## src/rtl/teller_dispatch.sv

```systemverilog
// teller_dispatch
// ---------------
// Calls the next waiting customer to one of three teller windows and emulates
// the queue's exit photocell so the downstream queue counter sees exactly one
// departure per call.
//
// A teller that finishes a customer (teller_done[i] while its window is open)
// latches a pending request. While the dispatcher is IDLE and the queue is not
// empty, one pending teller is granted in round-robin order. The grant
// produces a one-cycle call_valid, records the teller number, and advances the
// ticket. It also starts an active-low pulse on phcTwo lasting PULSE_LEN
// cycles. phcTwo then stays high for GAP_LEN cycles before the next grant is
// allowed. The gap gives the queue counter time to resynchronise, detect the
// edge and re-register emptyFlag before it is sampled again.
//
// Parameters
//   PULSE_LEN  cycles phcTwo is low per departure (2..15)
//   GAP_LEN    cycles phcTwo is high after a pulse before the next grant (6..15)
//   TICKET_W   width of the served-ticket counter
//
// Ports
//   clock        in   system clock, rising edge
//   reset        in   synchronous active-high reset
//   teller_on    in   [2:0] bit i high = teller i+1 window open
//   teller_done  in   [2:0] one-cycle "next customer please" per teller
//   emptyFlag    in   queue-empty flag (registered at its source)
//   phcTwo       out  emulated exit photocell, idle high, low pulse per call
//   Tcount       out  [1:0] number of open tellers
//   call_valid   out  one-cycle pulse per customer called
//   call_teller  out  [1:0] teller number of the latest call, 0 = none yet
//   ticket       out  [TICKET_W-1:0] customers called since reset (wraps)
//   pending      out  [2:0] latched per-teller requests
module teller_dispatch #(
  parameter int PULSE_LEN = 4,
  parameter int GAP_LEN   = 6,
  parameter int TICKET_W  = 8
) (
  input  logic                clock,
  input  logic                reset,
  input  logic [2:0]          teller_on,
  input  logic [2:0]          teller_done,
  input  logic                emptyFlag,
  output logic                phcTwo,
  output logic [1:0]          Tcount,
  output logic                call_valid,
  output logic [1:0]          call_teller,
  output logic [TICKET_W-1:0] ticket,
  output logic [2:0]          pending
);

  typedef enum logic [1:0] {
    IDLE  = 2'd0,
    PULSE = 2'd1,
    GAP   = 2'd2
  } state_t;

  // Number of open windows.
  function automatic logic [1:0] popcount3(input logic [2:0] v);
    return {1'b0, v[0]} + {1'b0, v[1]} + {1'b0, v[2]};
  endfunction

  // Round-robin pick: search starts at the teller after `last`, order 1->2->3->1.
  // Returns the teller number 1..3, or 0 when nothing is requested.
  function automatic logic [1:0] rr_pick(input logic [2:0] req, input logic [1:0] last);
    logic [1:0] pick;
    case (last)
      2'd1:    pick = req[1] ? 2'd2 : (req[2] ? 2'd3 : (req[0] ? 2'd1 : 2'd0));
      2'd2:    pick = req[2] ? 2'd3 : (req[0] ? 2'd1 : (req[1] ? 2'd2 : 2'd0));
      default: pick = req[0] ? 2'd1 : (req[1] ? 2'd2 : (req[2] ? 2'd3 : 2'd0));
    endcase
    return pick;
  endfunction

  // One-hot mask of a teller number (0 gives an empty mask).
  function automatic logic [2:0] teller_mask(input logic [1:0] num);
    logic [2:0] mask;
    case (num)
      2'd1:    mask = 3'b001;
      2'd2:    mask = 3'b010;
      2'd3:    mask = 3'b100;
      default: mask = 3'b000;
    endcase
    return mask;
  endfunction

  state_t              state_q, state_d;
  logic [3:0]          cnt_q, cnt_d;
  logic [1:0]          last_q, last_d;
  logic                phc_q, phc_d;
  logic [1:0]          tcount_q, tcount_d;
  logic                call_valid_q, call_valid_d;
  logic [1:0]          call_teller_q, call_teller_d;
  logic [TICKET_W-1:0] ticket_q, ticket_d;
  logic [2:0]          pending_q, pending_d;

  logic [2:0]          req_vec;
  logic [1:0]          pick;
  logic [2:0]          grant_vec;

  // Next-state, grant and output computation for the dispatcher.
  always_comb begin
    state_d       = state_q;
    cnt_d         = cnt_q;
    last_d        = last_q;
    phc_d         = phc_q;
    call_valid_d  = 1'b0;
    call_teller_d = call_teller_q;
    ticket_d      = ticket_q;
    grant_vec     = 3'b000;

    // A teller whose window just closed must not be called even if its
    // request bit has not been cleared yet.
    req_vec = pending_q & teller_on;
    pick    = rr_pick(req_vec, last_q);

    case (state_q)
      IDLE: begin
        // emptyFlag only matters here; during PULSE/GAP it is ignored.
        if ((pick != 2'd0) && !emptyFlag) begin
          state_d       = PULSE;
          cnt_d         = 4'(PULSE_LEN - 1);
          phc_d         = 1'b0;
          call_valid_d  = 1'b1;
          call_teller_d = pick;
          last_d        = pick;
          ticket_d      = ticket_q + TICKET_W'(1);
          grant_vec     = teller_mask(pick);
        end else begin
          state_d = IDLE;
          phc_d   = 1'b1;
        end
      end
      PULSE: begin
        if (cnt_q == 4'd0) begin
          state_d = GAP;
          cnt_d   = 4'(GAP_LEN - 1);
          phc_d   = 1'b1;
        end else begin
          cnt_d = cnt_q - 4'd1;
          phc_d = 1'b0;
        end
      end
      GAP: begin
        phc_d = 1'b1;
        if (cnt_q == 4'd0) begin
          state_d = IDLE;
        end else begin
          cnt_d = cnt_q - 4'd1;
        end
      end
      default: begin
        state_d = IDLE;
        cnt_d   = 4'd0;
        phc_d   = 1'b1;
      end
    endcase

    // Closing a window wipes its request; a new request arriving on the same
    // cycle as that teller's grant survives the grant.
    pending_d = teller_on & ((pending_q & ~grant_vec) | teller_done);
    tcount_d  = popcount3(teller_on);
  end

  // State and output registers; reset discards any teller_done seen meanwhile.
  always_ff @(posedge clock) begin
    if (reset) begin
      state_q       <= IDLE;
      cnt_q         <= 4'd0;
      last_q        <= 2'd3;
      phc_q         <= 1'b1;
      tcount_q      <= 2'd0;
      call_valid_q  <= 1'b0;
      call_teller_q <= 2'd0;
      ticket_q      <= '0;
      pending_q     <= 3'b000;
    end else begin
      state_q       <= state_d;
      cnt_q         <= cnt_d;
      last_q        <= last_d;
      phc_q         <= phc_d;
      tcount_q      <= tcount_d;
      call_valid_q  <= call_valid_d;
      call_teller_q <= call_teller_d;
      ticket_q      <= ticket_d;
      pending_q     <= pending_d;
    end
  end

  assign phcTwo      = phc_q;
  assign Tcount      = tcount_q;
  assign call_valid  = call_valid_q;
  assign call_teller = call_teller_q;
  assign ticket      = ticket_q;
  assign pending     = pending_q;

endmodule
```

## config.mk

```make
export PLATFORM = sky130hd
export DESIGN_NAME = teller_dispatch
export DESIGN_NICKNAME = d
export VERILOG_FILES = /design/src/rtl/teller_dispatch.sv
export SDC_FILE = /design/constraint.sdc
export NUM_CORES = 1
export LEC_CHECK = 0
export CAP_MARGIN = 10
export CORE_AREA = 2 2 63 65
export DETAILED_ROUTE_END_ITERATION = 8
export DIE_AREA = 0 0 65 67
export GPL_TIMING_DRIVEN = 0
export RECOVER_POWER = 50
export SYNTH_ARGS = -nofsm -noshare
export SYNTH_HDL_FRONTEND = slang
export SYNTH_SLANG_ARGS = --single-unit
```

## constraint.sdc

```tcl
create_clock -name clock -period 2.45 [get_ports clock]
set_clock_uncertainty 0.1 [all_clocks]
set_input_delay 0.3675 -clock clock [delete_from_list [all_inputs] [get_ports clock]]
set_output_delay 0.3675 -clock clock [all_outputs]
set_load 0.02 [all_outputs]
```

==> results of run 1 <==
==> power groups by stage <==
stage | clock [W] | sequential, W | combinational [W]
floorplan | 0 | 0.000459 | 0.000105
global placement | 0 | 0.000448 | 0.000174
detailed placement | 0 | 0.000449 | 0.000177
CTS | 0.000257 | 0.000440 | 0.000178
global route | 0.000276 | 0.000442 | 0.000196
finish | 0.000248 | 0.000439 | 0.000176
==> cells by family (layout without fill, tap and decap cells) <==
| group | Yosys count | in the layout |
|---|---|---|
| compound gates | 42 | 42 |
| fa+ha+maj | 5 | 5 |
| buf+inv | 15 | 44 |
| flops | 25 | 25 |
| mux | 8 | 8 |
| simple gates | 57 | 57 |
==> state kept, by name, summed over array words and instances (netlist names) <==
| register | cells |
|---|---|
| cnt_q | 4 |
| pending | 3 |
| state_q | 2 |
| phcTwo | 1 |
| Tcount | 2 |
| call_valid | 1 |
| last_q | 2 |
| ticket | 8 |
| call_teller | 2 |
==> final cells by class <==
cell class,count,area share [%]
sequential,25,29.37
timing repair buffer,25,14.68
multi-input combinational,112,45.30
tap,48,3.524
clock buffer,3,2.423
buffer,6,2.423
inverter,9,1.982
clock inverter,1,0.2937
==> what timing repair did <==
item | 4_1_cts | 5_1_grt
endpoints found under the hold margin | 0 | 0
resized for setup | 0 | 1
endpoints found under the setup margin | 0 | 2
==> Yosys cell counts (all sizes together), types with 2 or more instances <==
cell / n / area, µm²
a21oi: 15 / 86.34
and2: 4 / 25.02
o21ai: 7 / 35.03
nor3: 7 / 35.03
nor2: 12 / 45.04
or3: 3 / 28.78
a31oi: 2 / 12.51
buf: 5 / 38.78
mux2: 7 / 78.82
nand3: 7 / 35.03
o211a: 2 / 20.02
nand2: 13 / 48.80
nor2b: 8 / 50.05
ha: 4 / 50.05
a21boi: 3 / 22.52
inv: 9 / 33.78
a211o: 2 / 20.02
dfxtp: 25 / 500.5
o211ai: 3 / 22.52
==> metrics by stage <==
step | hold WS (ns) | total power [W]
floorplan | 0.3810 | 0.0005634
global placement | 0.3431 | 0.0006221
detailed placement | 0.3568 | 0.0006264
CTS | 0.3699 | 0.0008747
global route | 0.4000 | 0.0009144
finish | 0.3600 | 0.0008630
==> worst max-delay path by stage <==
stage               cells past startpoint                endpoint                   start
floorplan                               8  ticket[6]$_SDFFE_PP0P_  last_q[0]$_SDFFE_PP1P_
global placement                        6  ticket[2]$_SDFFE_PP0P_            teller_on[1]
detailed placement                      6  ticket[2]$_SDFFE_PP0P_            teller_on[1]
CTS                                     7  ticket[2]$_SDFFE_PP0P_  last_q[0]$_SDFFE_PP1P_
global route                            8  ticket[4]$_SDFFE_PP0P_  last_q[0]$_SDFFE_PP1P_
finish                                  8  ticket[4]$_SDFFE_PP0P_  last_q[0]$_SDFFE_PP1P_
==> worst max-delay path, stage by stage, from the launching register on <==
cell and delay [ns]:
sky130_fd_sc_hd__dfxtp_1 0.36, sky130_fd_sc_hd__inv_1 0.06, sky130_fd_sc_hd__ha_1 0.34, sky130_fd_sc_hd__nand3_1 0.11
sky130_fd_sc_hd__a32oi_1 0.18, sky130_fd_sc_hd__or3_4 0.45, sky130_fd_sc_hd__buf_6 0.16, sky130_fd_sc_hd__a21oi_2 0.13
sky130_fd_sc_hd__mux2_1 0.32
==> metal layers <==
metal  global-route usage, %  up-vias  share of wire [%]
met1                   19.57      576                 46
li1                        -      599                  -
met3                   1.689        2                4.4
met2                   23.58       25                 48
met5                       0        -                  0
met4                   8.511        0                1.2
==> out/metrics.sh, run 1 <==
START_UTIL_PCT=37.27
GRT_START_MAX_NET_PINS=15
POWER_FRAC_COMB_PCT=20.4
DP_WORST_SETUP_SLACK_NS=-0.06926
SYNTH_TOP_FAMILY_BY_AREA='compound AO/OA/AOI/OAI gates'
CTS.SINKS=25
YS_ASYNC_SR_FRACTION_PCT=0
IO_BUFFER_COUNT=25
GRT_USE_TOTAL_PCT=14.89
TIMING.HOLD.WORST_ENDPOINT='call_teller[1]$_SDFFE_PP0P_'
DRT-VIAS-PER-INSTANCE=5.249
IR_DROP_uV=178.5
NUM_VIAS=1202
SEQ_AREA_UM2=500.5
GRT_FIRST_PASS_WIRELENGTH_MM=4.988
MIN_PATH_CELLS=2
MAX-SLEW-MARGIN-REL_PCT=62.76
WORST_EP_REQUIRED_TIME_NS=2.51
ANTENNA_FOUND_INITIAL=0
ROUTED_WL_MM=2.949
TIGHTESTPINTRANSITION_NS=0.5535
NUM-NETS-FINAL=196
HPWL_MM=2.160
CLOCK_TREE.BUFFER_DEPTH=2
PLACE_AREA_MM2=0.001654
REPORT.FINAL.SLEW_VIOL_COUNT=0
CP-END-KIND='flip-flop'
FINAL_LAYOUT_SIZE_SUFFIX_GT1_SHARE_PCT=12.15
WORSTSKEWPAIRLATENCY_NS=0.27
CRITICAL_PATH.STARTPOINT_TYPE='flip-flop'
TIMING.CRITICAL_PATH.FANOUT_MAX=10
DIE_HEIGHT_UM=67
SETUP_VIOL=0
FIRST_GLOBAL_VIAS=1108
STATUS='finished clean'
STDCELL_COUNT=229
FINALHOLDVIOLATIONS=0
SYNTHESIS.AREA_MM2=0.001344
SETUP_TOTAL_NEGATIVE_SLACK_NS=0
CLK_PIN_SLEW_WORST_PATHS_NS=0.09
FINAL_AREA_MM2=0.001704
DRC_ERRORS=0
GLOBALROUTE.TOTALOVERFLOW=0
HOLD_BUFFERS=0
GP_CONGESTION=0.8444
R2R_CELLS=8
P_LEAK_nW=0.6993
CTS_TREE='yes'
FIRSTDRTPASSITERS=4
SYNTH_SEQUENTIAL_AREA_RATIO_PCT=37.24
CORE_AREA_MM2=0.003606
FINAL_UTIL_PCT=47.26
POSTSYNTH.TOPFLOPCELL='sky130_fd_sc_hd__dfxtp_1'
R2R_START='last_q[0]$_SDFFE_PP1P_'
SYNTH-EDFF-COUNT=0
POWER.SHARE.CLOCK_PCT=28.7
CTS_ROOT_BUF='sky130_fd_sc_hd__clkbuf_8'
CTS_MAX_LEVEL=1
DETAILEDROUTE.FIRSTITERATIONVIOLATIONS=64
CTS-BUFFERS-INSERTED=3
MIN-DELAY-START='call_teller[1]$_SDFFE_PP0P_'
IOPINCOUNT=26
SYNTHXORXNORAREAFRAC_PCT=0
DIE_AREA_MM2=0.004355
SETUP_REPAIR_AFTER_GLOBAL_ROUTING_MISSED_ITS_MARGIN='no'
SYNTH_CELLS=152
HIGHEST_COUNT_CELLS_IN_THE_LAYOUT_IGNORING_FILL_AND_TAPS='sky130_fd_sc_hd__dfxtp_1, sky130_fd_sc_hd__dlygate4sd3_1, sky130_fd_sc_hd__nand2_1, sky130_fd_sc_hd__nor2_1, sky130_fd_sc_hd__a21oi_1'
SYNTHESIZED_AREA_FRACTION_OCCUPIED_BY_ADDER_CELLS_PCT=5.214
INTERNAL-POWER_W=0.0006182
CTS_SETUP_BUFFERS=0
TIMING.REG2REG.SETUP_SLACK_NS=0.12
SYNTH_COMPOUND_AREA_SHARE_PCT=22.91
MULTI_INPUT_COMB_AREA_UM2=772.0
YOSYS_WARNINGS=0
POWER.SHARE.SEQUENTIAL_PCT=50.9
SWITCHING_POWER_W=0.0002448
POWER_DENSITY_mW_PER_MM2=506.4
NETSWITCHINGFRACTION_PCT=28.37
LAYOUT_COMMONEST_CELL='sky130_fd_sc_hd__dfxtp_1'
N_FILL_CELL=352
SYNTH.AREA.MUX_SHARE_PCT=6.611
PLACE_INST=225
WORST-ENDPOINT-ARRIVAL_NS=2.39
AVGROUTEDWIREPERCELL_UM=12.88
WORSTSETUPPATHTYPE='reg -> reg'
MAX_FREQUENCY_MHz=430.0
YOSYS.CELL_TYPES.COUNT=40
SYNTH_FP_NETS=166
POST-ROUTE-WORST-SETUP-SLACK_NS=0.1245
TIMING.RR.END='ticket[4]$_SDFFE_PP0P_'
SYNTH-SIMPLE-AREA-SHARE_PCT=22.35
MIN_PATH_TYPE='reg -> reg'
AREA_GROWTH_SYN_TO_LAYOUT_PCT=26.82
ROWS=22
CHIPWIDTH_UM=65
ANTENNA_VIOLATING_NETS_POST_ROUTE=0
DRV.MAX_CAP_VIOLATION_COUNT=0
SYNTH_SEQ_CELLS=25
TIMING.FINAL.CRIT_PERIOD_NS=2.326
INSERTED_DIODES=0
FIN_CRIT_SH_PCT=94.92
SYNTHESIS.AREA_PER_INSTANCE_UM2=8.841
Power figures use the tool's default switching activity.
==> run 2: changes to the inputs <==
- clock period: 2.45 -> 2.7 ns (I/O delays scaled with it)
==> out/metrics.sh, run 2 (synthesis gave the netlist of run 1 again) <==
CLOCK_TREE.BUFFER_DEPTH=2  # unchanged
IOPINCOUNT=26  # unchanged
WORST-ENDPOINT-ARRIVAL_NS=2.41  # +0.02 ns
TIMING.RR.END='ticket[2]$_SDFFE_PP0P_'
AVGROUTEDWIREPERCELL_UM=12.64  # -1.8%
CLK_PIN_SLEW_WORST_PATHS_NS=0.09  # about the same
DRT-VIAS-PER-INSTANCE=5.157  # -1.7%
CTS-BUFFERS-INSERTED=3  # unchanged
SETUP_REPAIR_AFTER_GLOBAL_ROUTING_MISSED_ITS_MARGIN='no'
SLOWEST_DELAY_NS=0.62  # +0.17 ns
DRC_ERRORS=0  # unchanged
FIRSTDRTPASSITERS=4  # unchanged
TIMING.CRITICAL_PATH.FANOUT_MAX=6  # -4
GRT_START_MAX_NET_PINS=15  # unchanged
IO_BUFFER_COUNT=25  # unchanged
HOLD_BUFFERS=0  # unchanged
TIMING.HOLD.WS_NS=0.3604  # +0.0003410 ns
R2R_CELLS=7  # -1
CP-END-KIND='flip-flop'
DRV.MAX_CAP_VIOLATION_COUNT=0  # unchanged
CRITICAL_PATH.STARTPOINT='last_q[0]$_SDFFE_PP1P_'
CTS_MAX_LEVEL=1  # unchanged
CP.BUFFERS_INVERTERS=1  # -1
WORST_EP_REQUIRED_TIME_NS=2.76  # +0.25 ns
CTS_TREE='yes'
R2R_START='last_q[0]$_SDFFE_PP1P_'
FINAL_LAYOUT_SIZE_SUFFIX_GT1_SHARE_PCT=11.05  # -1.1 points
START_UTIL_PCT=37.27  # unchanged
CTS_SETUP_BUFFERS=0  # unchanged
GP_CONGESTION=0.8444  # unchanged
WORSTSKEWPAIRLATENCY_NS=0.27  # about the same
AREA_GROWTH_SYN_TO_LAYOUT_PCT=26.07
NUM_VIAS=1181  # -1.7%
FIRST_GLOBAL_VIAS=1108  # unchanged
HIGHEST_COUNT_CELLS_IN_THE_LAYOUT_IGNORING_FILL_AND_TAPS='sky130_fd_sc_hd__dfxtp_1, sky130_fd_sc_hd__dlygate4sd3_1, sky130_fd_sc_hd__nand2_1, sky130_fd_sc_hd__nor2_1, sky130_fd_sc_hd__a21oi_1'
ANTENNA_VIOLATING_NETS_POST_ROUTE=0  # unchanged
GRT_FIRST_PASS_WIRELENGTH_MM=4.988  # unchanged
TIMING.FINAL.CRIT_PERIOD_NS=2.341  # +0.01571 ns
INSERTED_DIODES=0  # unchanged
MAX-SLEW-MARGIN-REL_PCT=53.78  # -9.0 points
REPORT.FINAL.SLEW_VIOL_COUNT=0  # unchanged
MIN_PATH_CELLS=2  # unchanged
DIE_HEIGHT_UM=67  # unchanged
CTS-RESIZED-GATES=0  # unchanged
TIMING.CRITICAL_PATH.DEPTH=7  # -1
SETUP_TOTAL_NEGATIVE_SLACK_NS=0  # unchanged
MIN_PATH_TYPE='reg -> reg'
DETAILEDROUTE.FIRSTITERATIONVIOLATIONS=67  # +4.7%
DIE_AREA_MM2=0.004355  # unchanged
TIMING.REG2REG.SETUP_SLACK_NS=0.36  # +0.23 ns
SETUP_VIOL=0  # unchanged
CTS.SINKS=25  # unchanged
CHIPWIDTH_UM=65  # unchanged
STATUS='finished clean'
FINALHOLDVIOLATIONS=0  # unchanged
ROUTED_WL_MM=2.895  # -1.8%
CP_ENDPOINT='ticket[2]$_SDFFE_PP0P_'
NUM-NETS-FINAL=196  # unchanged
FIN_CRIT_SH_PCT=86.71  # -8.2 points
ANTENNA_FOUND_INITIAL=0  # unchanged
WORSTSETUPPATHTYPE='reg -> reg'
MAX_FREQUENCY_MHz=427.1  # -0.67%
POST-ROUTE-WORST-SETUP-SLACK_NS=0.3588  # +0.2343 ns
GRT_USE_TOTAL_PCT=14.89  # unchanged
CRITICAL_PATH.SLOWEST_CELL='sky130_fd_sc_hd__nor3_1'
ROWS=22  # unchanged
CRITICAL-PATH-TOP-DELAY-FAMILY='simple AND/OR/NAND/NOR gates'
P_LEAK_nW=0.6975  # -0.26%
LAYOUT_COMMONEST_CELL='sky130_fd_sc_hd__dfxtp_1'
TIGHTESTPINTRANSITION_NS=0.6880  # +0.1345 ns
LARGEST_REGISTER_FF_COUNT=8  # unchanged
CTS_ROOT_BUF='sky130_fd_sc_hd__clkbuf_8'
HPWL_MM=2.160  # unchanged
CRITICAL_PATH.CELL_CHAIN='inv_1 > ha_1 > nand3_1 > a32oi_1 > nor3_1 > o21ai_1 > mux2_1'
GLOBALROUTE.TOTALOVERFLOW=0  # unchanged
POWER_DENSITY_mW_PER_MM2=462.4  # -8.7%
DP_WORST_SETUP_SLACK_NS=0.1432  # +0.2125 ns
CORE_AREA_MM2=0.003606  # unchanged
CRITICAL_PATH.STARTPOINT_TYPE='flip-flop'
IR_DROP_uV=166.8  # -6.5%
==> run 2: cell counts in the layout (fill, tap and decap cells not counted) <==
Identical to the previous run, type by type.
==> run 2: report_power, final <==
group	switching, W	internal (W)	leakage (nW)
Clock	0.000125	0.000103	0.0255
Sequential	0.0000128	0.000386	0.204
Combinational	0.0000856	0.0000711	0.468
Total	0.000223	0.000560	0.698
==> run 2: worst min path at each step <==
stage                                   to                   startpoint
2_1_floorplan        cnt_q[1]$_SDFFE_PP0P_        cnt_q[1]$_SDFFE_PP0P_
3_3_place_gp   call_teller[1]$_SDFFE_PP0P_  call_teller[1]$_SDFFE_PP0P_
3_5_place_dp   call_teller[1]$_SDFFE_PP0P_  call_teller[1]$_SDFFE_PP0P_
4_1_cts        call_teller[1]$_SDFFE_PP0P_  call_teller[1]$_SDFFE_PP0P_
5_1_grt        call_teller[1]$_SDFFE_PP0P_  call_teller[1]$_SDFFE_PP0P_
6_report       call_teller[1]$_SDFFE_PP0P_  call_teller[1]$_SDFFE_PP0P_
==> run 2: cell type report <==
cell class / instances / area (µm²)
fillers: 353 / 1912
repair buffers: 25 / 250.2
well taps: 48 / 60.06
plain buffers: 6 / 41.29
inverters: 9 / 33.78
flip-flops and latches: 25 / 500.5
multi-input cells: 112 / 762.0
clock inverters: 1 / 5.005
clock buffers: 3 / 41.29
==> run 2: worst min-delay path: stages, from the launching register on <==
cell and delay [ns]:
sky130_fd_sc_hd__dfxtp_1 0.32, sky130_fd_sc_hd__nand2_1 0.05, sky130_fd_sc_hd__a21oi_1 0.05
==> run 2: through the flow <==
stage | instances | cell area (µm²) | util, % | power (W)
6_report | 229 | 1694 | 46.98 | 0.0007834
5_1_grt | 229 | 1694 | 46.98 | 0.0008276
4_1_cts | 229 | 1700 | 47.15 | 0.0007937
3_5_place_dp | 225 | 1654 | 45.87 | 0.0005684
3_3_place_gp | 225 | 1654 | 45.87 | 0.0005645
2_1_floorplan | 152 | 1344 | - | 0.0005112
==> run 2: routing by layer <==
layer | part of all wire, % | track usage [%] | vias to the layer above
li1 | - | - | 599
met1 | 48 | 19.57 | 559
met2 | 48 | 23.58 | 21
met3 | 3.6 | 1.689 | 2
met4 | 1.2 | 8.511 | 0
met5 | 0 | 0 | -
==> RTL change 1, RTL diff (config.mk and constraints of run 2) <==
The parameter `TICKET_W` goes from 8 to 12.
--- a/src/rtl/teller_dispatch.sv
+++ b/src/rtl/teller_dispatch.sv
@@ -33,7 +33,7 @@
 module teller_dispatch #(
   parameter int PULSE_LEN = 4,
   parameter int GAP_LEN   = 6,
-  parameter int TICKET_W  = 8
+  parameter int TICKET_W  = 12
 ) (
   input  logic                clock,
   input  logic                reset,
Interface: changed (resized ticket); port bits go from 26 to 30. The function was not compared with the original's and may differ.
==> RTL change 1 against run 2 <==
- wire length up 14%
- synthesized cell count up 11%
- worst setup slack worse by 230 ps
- total power up 25%
- final cell count up 10%
- synthesized area up 8.6%
- sequential cell count up 4
- via count up 17%
- design area up 12%
- count of clock-buffer cells in the layout up 3
- fmax down 9.1%
- global-route usage up 2.7 points
- critical path depth down 1
- largest power group unchanged
==> RTL change 1: results (changes against run 2) <==
Final layout
  – Signal buffers: 36 (+16%)
  – Max reg flops: 12 (+4)
  – Clock network area share: 0.0436 (+0.0163)
  – Inverter count: 10 (+1)
  – Comb_multi_in: 122 (+8.9%)
  – Data buffer area share: 0.166 (-0.00564)
  – Share of layout cells above drive strength 1: 0.0829 (-0.0276)
  – Clock buffer count: 6 (+3)
  – FILL cells: 360 (+2.0%)
  – Ant. Diodes: 0 (unchanged)
  – Nets: 219 (+12%)
  – Fraction of area in registers: 0.306 (+0.0111)
  – Footprint of the multi-input gates: 818 sq um (+7.4%)

Worst setup path
  – CP arrival: 2680 ps (+270 ps)
  – Slowest-stage cell, CP: dlygate4sd3_1
  – Reg2Reg Setup Slack: 460 ps (+100 ps)
  – CP max FO: 7 (+1)
  – CP top delay family: simple AND/OR/NAND/NOR gates
  – Max incr delay on CP: 690 ps (+70 ps)

Timing
  – Hold Slack: 354 ps (-6.78 ps)
  – Worst slew pin tran: 553 ps (-135 ps)
  – Final Critical Period: 2580 ps (+235 ps)
  – # setup viols final: 0 (unchanged)

Yosys
  – Post-Synth XOR/XNOR Area: 0.0360 (+0.0360)
  – Synth unique cells: 45 (+13%)
  – Synthesized instance count: 168 (+11%)
  – Syn_nets: 183 (+10%)
  – Complex-gate fraction of the synthesized area: 0.219 (-0.0104)
  – Yosys reg bits: 29 (+16%)
  – Commonest cells in the netlist: dfxtp_1, a21oi_1, nand2_1, nor2_1, inv_1
  – Mux share of post-synthesis cell area: 0.00686 (-0.0592)
  – Seq/Total Area, Yosys: 0.398 (+0.0255)
  – Adder-cell share of the synthesized area: 0.0566 (+0.00446)

Power
  – Total chip power: 0.980 mW (+25%)
  – Sw Ratio: 0.283 (-0.00236)
  – Logic power comb: 0.184 mW (+17%)
  – Lkg Pwr: 0.709 nW (+1.6%)
  – VDD IR max: 0.221 mV (+33%)
  – P_seq: 0.463 mW (+16%)

CTS
  – Clk slew on worst S/H paths: 60 ps (-30 ps)
  – TritonCTS Buffers: 5 (+2)
  – H-tree depth: 2 (+1)

Detailed routing
  – DRT Wirelength: 3300 microns (+14%)
  – Vias: 1385 (+17%)
  – Via density: 5.47 (+6.1%)
  – Initial DRC Count: 61 (-9.0%)

Place
  – Placed Cells: 244 (+8.4%)
  – PortBufs: 28 (+12%)
  – Dpl ws: -324 ps (-467 ps)

Run status
  – Status: complete, no violations

GRT
  – First-pass GRT wire length: 5800 microns (+16%)
  – Antenna violations before repair: 0 (unchanged)
  – Vias in the first global route: 1372 (+24%)
  – Pin count of the biggest net entering global routing: 11 (-4)
  – GRT Total Usage: 0.176 (+0.0266)
==> RTL change 1: worst paths after layout <==
| check | startpoint | to | cells past startpoint |
|---|---|---|---|
| max | teller_on[1] | ticket[8] | 6 |
| min | call_teller[0] | call_teller[0] | 2 |
| max reg2reg | last_q[0] | ticket[8] | 6 |
| min reg2reg | call_teller[0] | call_teller[0] | 2 |
==> RTL change 1: routing by layer <==
metal / global-route usage / up-vias / routed length (microns)
li1: - / 697 / -
met1: 0.187 / 655 / 1450
met2: 0.318 / 31 / 1690
met3: 0.0541 / 2 / 135
met4: 0.0771 / 0 / 18
met5: 0 / - / 0
==> RTL change 1: stage by stage <==
step	area (sq um)	setup TNS (ps)
final	1890	0
after global routing	1890	0
after CTS	1890	0
after detailed placement	1800	-2540
after global placement	1800	-1970
after floorplan	1460	0
==> RTL change 1: repair_timing <==
item | 4_1_cts | 5_1_grt
pin swaps | 1 | 0
buffers inserted | 1 | 0
setup endpoints to repair | 1 | 1
gates resized for setup | 0 | 1
endpoints found under the hold margin | 0 | 0
==> RTL change 2, RTL diff (settings of run 2) <==
Without the edit above. Encoding of `state_t`: now one-hot (3 bits for 3 states).
--- a/src/rtl/teller_dispatch.sv
+++ b/src/rtl/teller_dispatch.sv
@@ -48,10 +48,10 @@
   output logic [2:0]          pending
 );
 
-  typedef enum logic [1:0] {
-    IDLE  = 2'd0,
-    PULSE = 2'd1,
-    GAP   = 2'd2
+  typedef enum logic [2:0] {
+    IDLE  = 3'b001,
+    PULSE = 3'b010,
+    GAP   = 3'b100
   } state_t;
 
   // Number of open windows.
Formal check against the unedited RTL: no difference found for any inputs over 10 cycles, from zero or initial values and one cycle with reset high; not proved beyond that.
==> RTL change 2 against run 2 <==
- largest power group unchanged
- highest routed layer unchanged
- design area fell by 2.4%
- sequential cell count rose by 1
- worst setup slack got worse by 120 ps
- final cell count fell by 2.6%
- sequential power rose by 3%
- total power fell by 1.9%
- die area did not move
- synthesized area fell by 3.1%
- wire length fell by 1.7%
==> RTL change 2: results (changes against run 2) <==
CTS
  – CTS Buffer Depth: 2 (unchanged)
  – Clk slew on worst S/H paths: 80 ps
  – CTS Root Cell: clkbuf_8
  – TritonCTS Buffers: 3 (unchanged)
  – Post-CTS setup buffers: 0 (unchanged)
  – H-tree depth: 1 (unchanged)

Yosys
  – Syn_nets: 161 (-3.0%)
  – Synth unique cells: 46 (+15%)
  – Mux share of post-synthesis cell area: 0.00768 (-0.0584)
  – Adder-cell share of the synthesized area: 0.0538 (+0.00165)
  – Top post-synthesis cells by area: dfxtp_1, a21oi_1, ha_1, nand2_1, nor2_1
  – Post-Synth XOR/XNOR Area: 0.0269 (+0.0269)
  – Commonest cells in the netlist: dfxtp_1, a21oi_1, nand2_1, nor2_1, inv_1
  – Seq/Total Area, Yosys: 0.400 (+0.0272)
  – Synthesized instance count: 147 (-3.3%)
  – Yosys warning total: 0 (unchanged)
  – Complex-gate fraction of the synthesized area: 0.226 (-0.00331)

Place
  – HPWL after DPL: 2190 microns (+1.6%)
  – GPL Wtd Cong: 0.785 (-7.0%)
  – Placed Cells: 220 (-2.2%)
  – Dpl ws: 3.77 ps (-139 ps)
  – PortBufs: 25 (unchanged)
  – Dpl cell area: 1610 sq um (-2.5%)

Worst setup path
  – CP max FO: 10 (+4)
  – Max incr delay on CP: 720 ps (+100 ps)
  – Worst r2r src: state_q[0]
  – Slowest-stage cell, CP: dlygate4sd3_1
  – Crit path launch: teller_on[1]
  – Reg2Reg Setup Slack: 410 ps (+50 ps)
  – Reg2Reg Depth: 6 (-1)
  – CP top delay family: simple AND/OR/NAND/NOR gates

Run status
  – Status: complete, no violations

Detailed routing
  – Via density: 5.30 (+2.9%)
  – Drt wl/cell: 12.8 microns (+0.99%)
  – Metal2 WL: 1320 microns (-4.6%)
  – First-pass DRT Iterations: 6 (+2)
  – M1 WL: 1370 microns (-0.73%)
  – Routed wl met3: 127 microns (+21%)
  – DRT Wirelength: 2850 microns (-1.7%)
  – Initial DRC Count: 40 (-40%)

GRT
  – GRT met3 Usage: 0.0220 (+0.00507)
  – First-pass GRT wire length: 5060 microns (+1.4%)
  – GRT Total Usage: 0.146 (-0.00324)
  – Pin count of the biggest net entering global routing: 14 (-1)
  – Grt met1 use: 0.176 (-0.0198)
  – Vias in the first global route: 1175 (+6.0%)
  – Met2 usage: 0.259 (+0.0232)

Timing
  – Max Slew Vio Count: 0 (unchanged)
  – Hold Slack: 359 ps (-1.36 ps)
  – Worst slew pin tran: 845 ps (+157 ps)
  – Tcrit/Tclk final: 0.912 (+0.0452)

Final layout
  – Max reg flops: 8 (unchanged)
  – FILL cells: 358 (+1.4%)
  – Nets: 191 (-2.6%)
  – Share of layout cells above drive strength 1: 0.0457 (-0.0648)
  – Ant. Diodes: 0 (unchanged)

Power
  – Lkg Pwr: 0.644 nW (-7.7%)
  – VDD IR max: 0.197 mV (+18%)

Hold path
  – Hold Startpoint: call_teller[1]
  – Hold Crit Class: flip-flop to flip-flop
-- RTL change 2: changes by cell type after synthesis, moves of 3 or more --
cell,change
o31ai_1,+4
mux2_1,-5
xnor2_1,+4
nor2b_1,-3
nor3_1,-3
or4_1,+3
o21ai_0,-4
a21oi_2,-3
nand3_1,-3
and2_1,-3
-- RTL change 2: power breakdown --
part | switching [mW] | internal, mW | leakage [nW]
combinational | 0.0800 | 0.0642 | 0.411
clock | 0.115 | 0.0998 | 0.0216
sequential | 0.0111 | 0.398 | 0.212
-- RTL change 2: worst paths after layout --
path                                        to
worst min-delay path            call_teller[1]
worst max-delay path                 ticket[5]
worst min register to register  call_teller[1]
worst max register to register       ticket[5]
-- RTL change 2: area by class of cell --
type | count | area (sq um) | area share
timing repair buffer | 25 | 250 | 0.151
buffer | 5 | 35.0 | 0.0212
sequential | 26 | 520 | 0.315
inverter | 10 | 37.5 | 0.0227
tap | 48 | 60.1 | 0.0363
multi-input combinational | 106 | 709 | 0.429
clock buffer | 3 | 41.3 | 0.0250
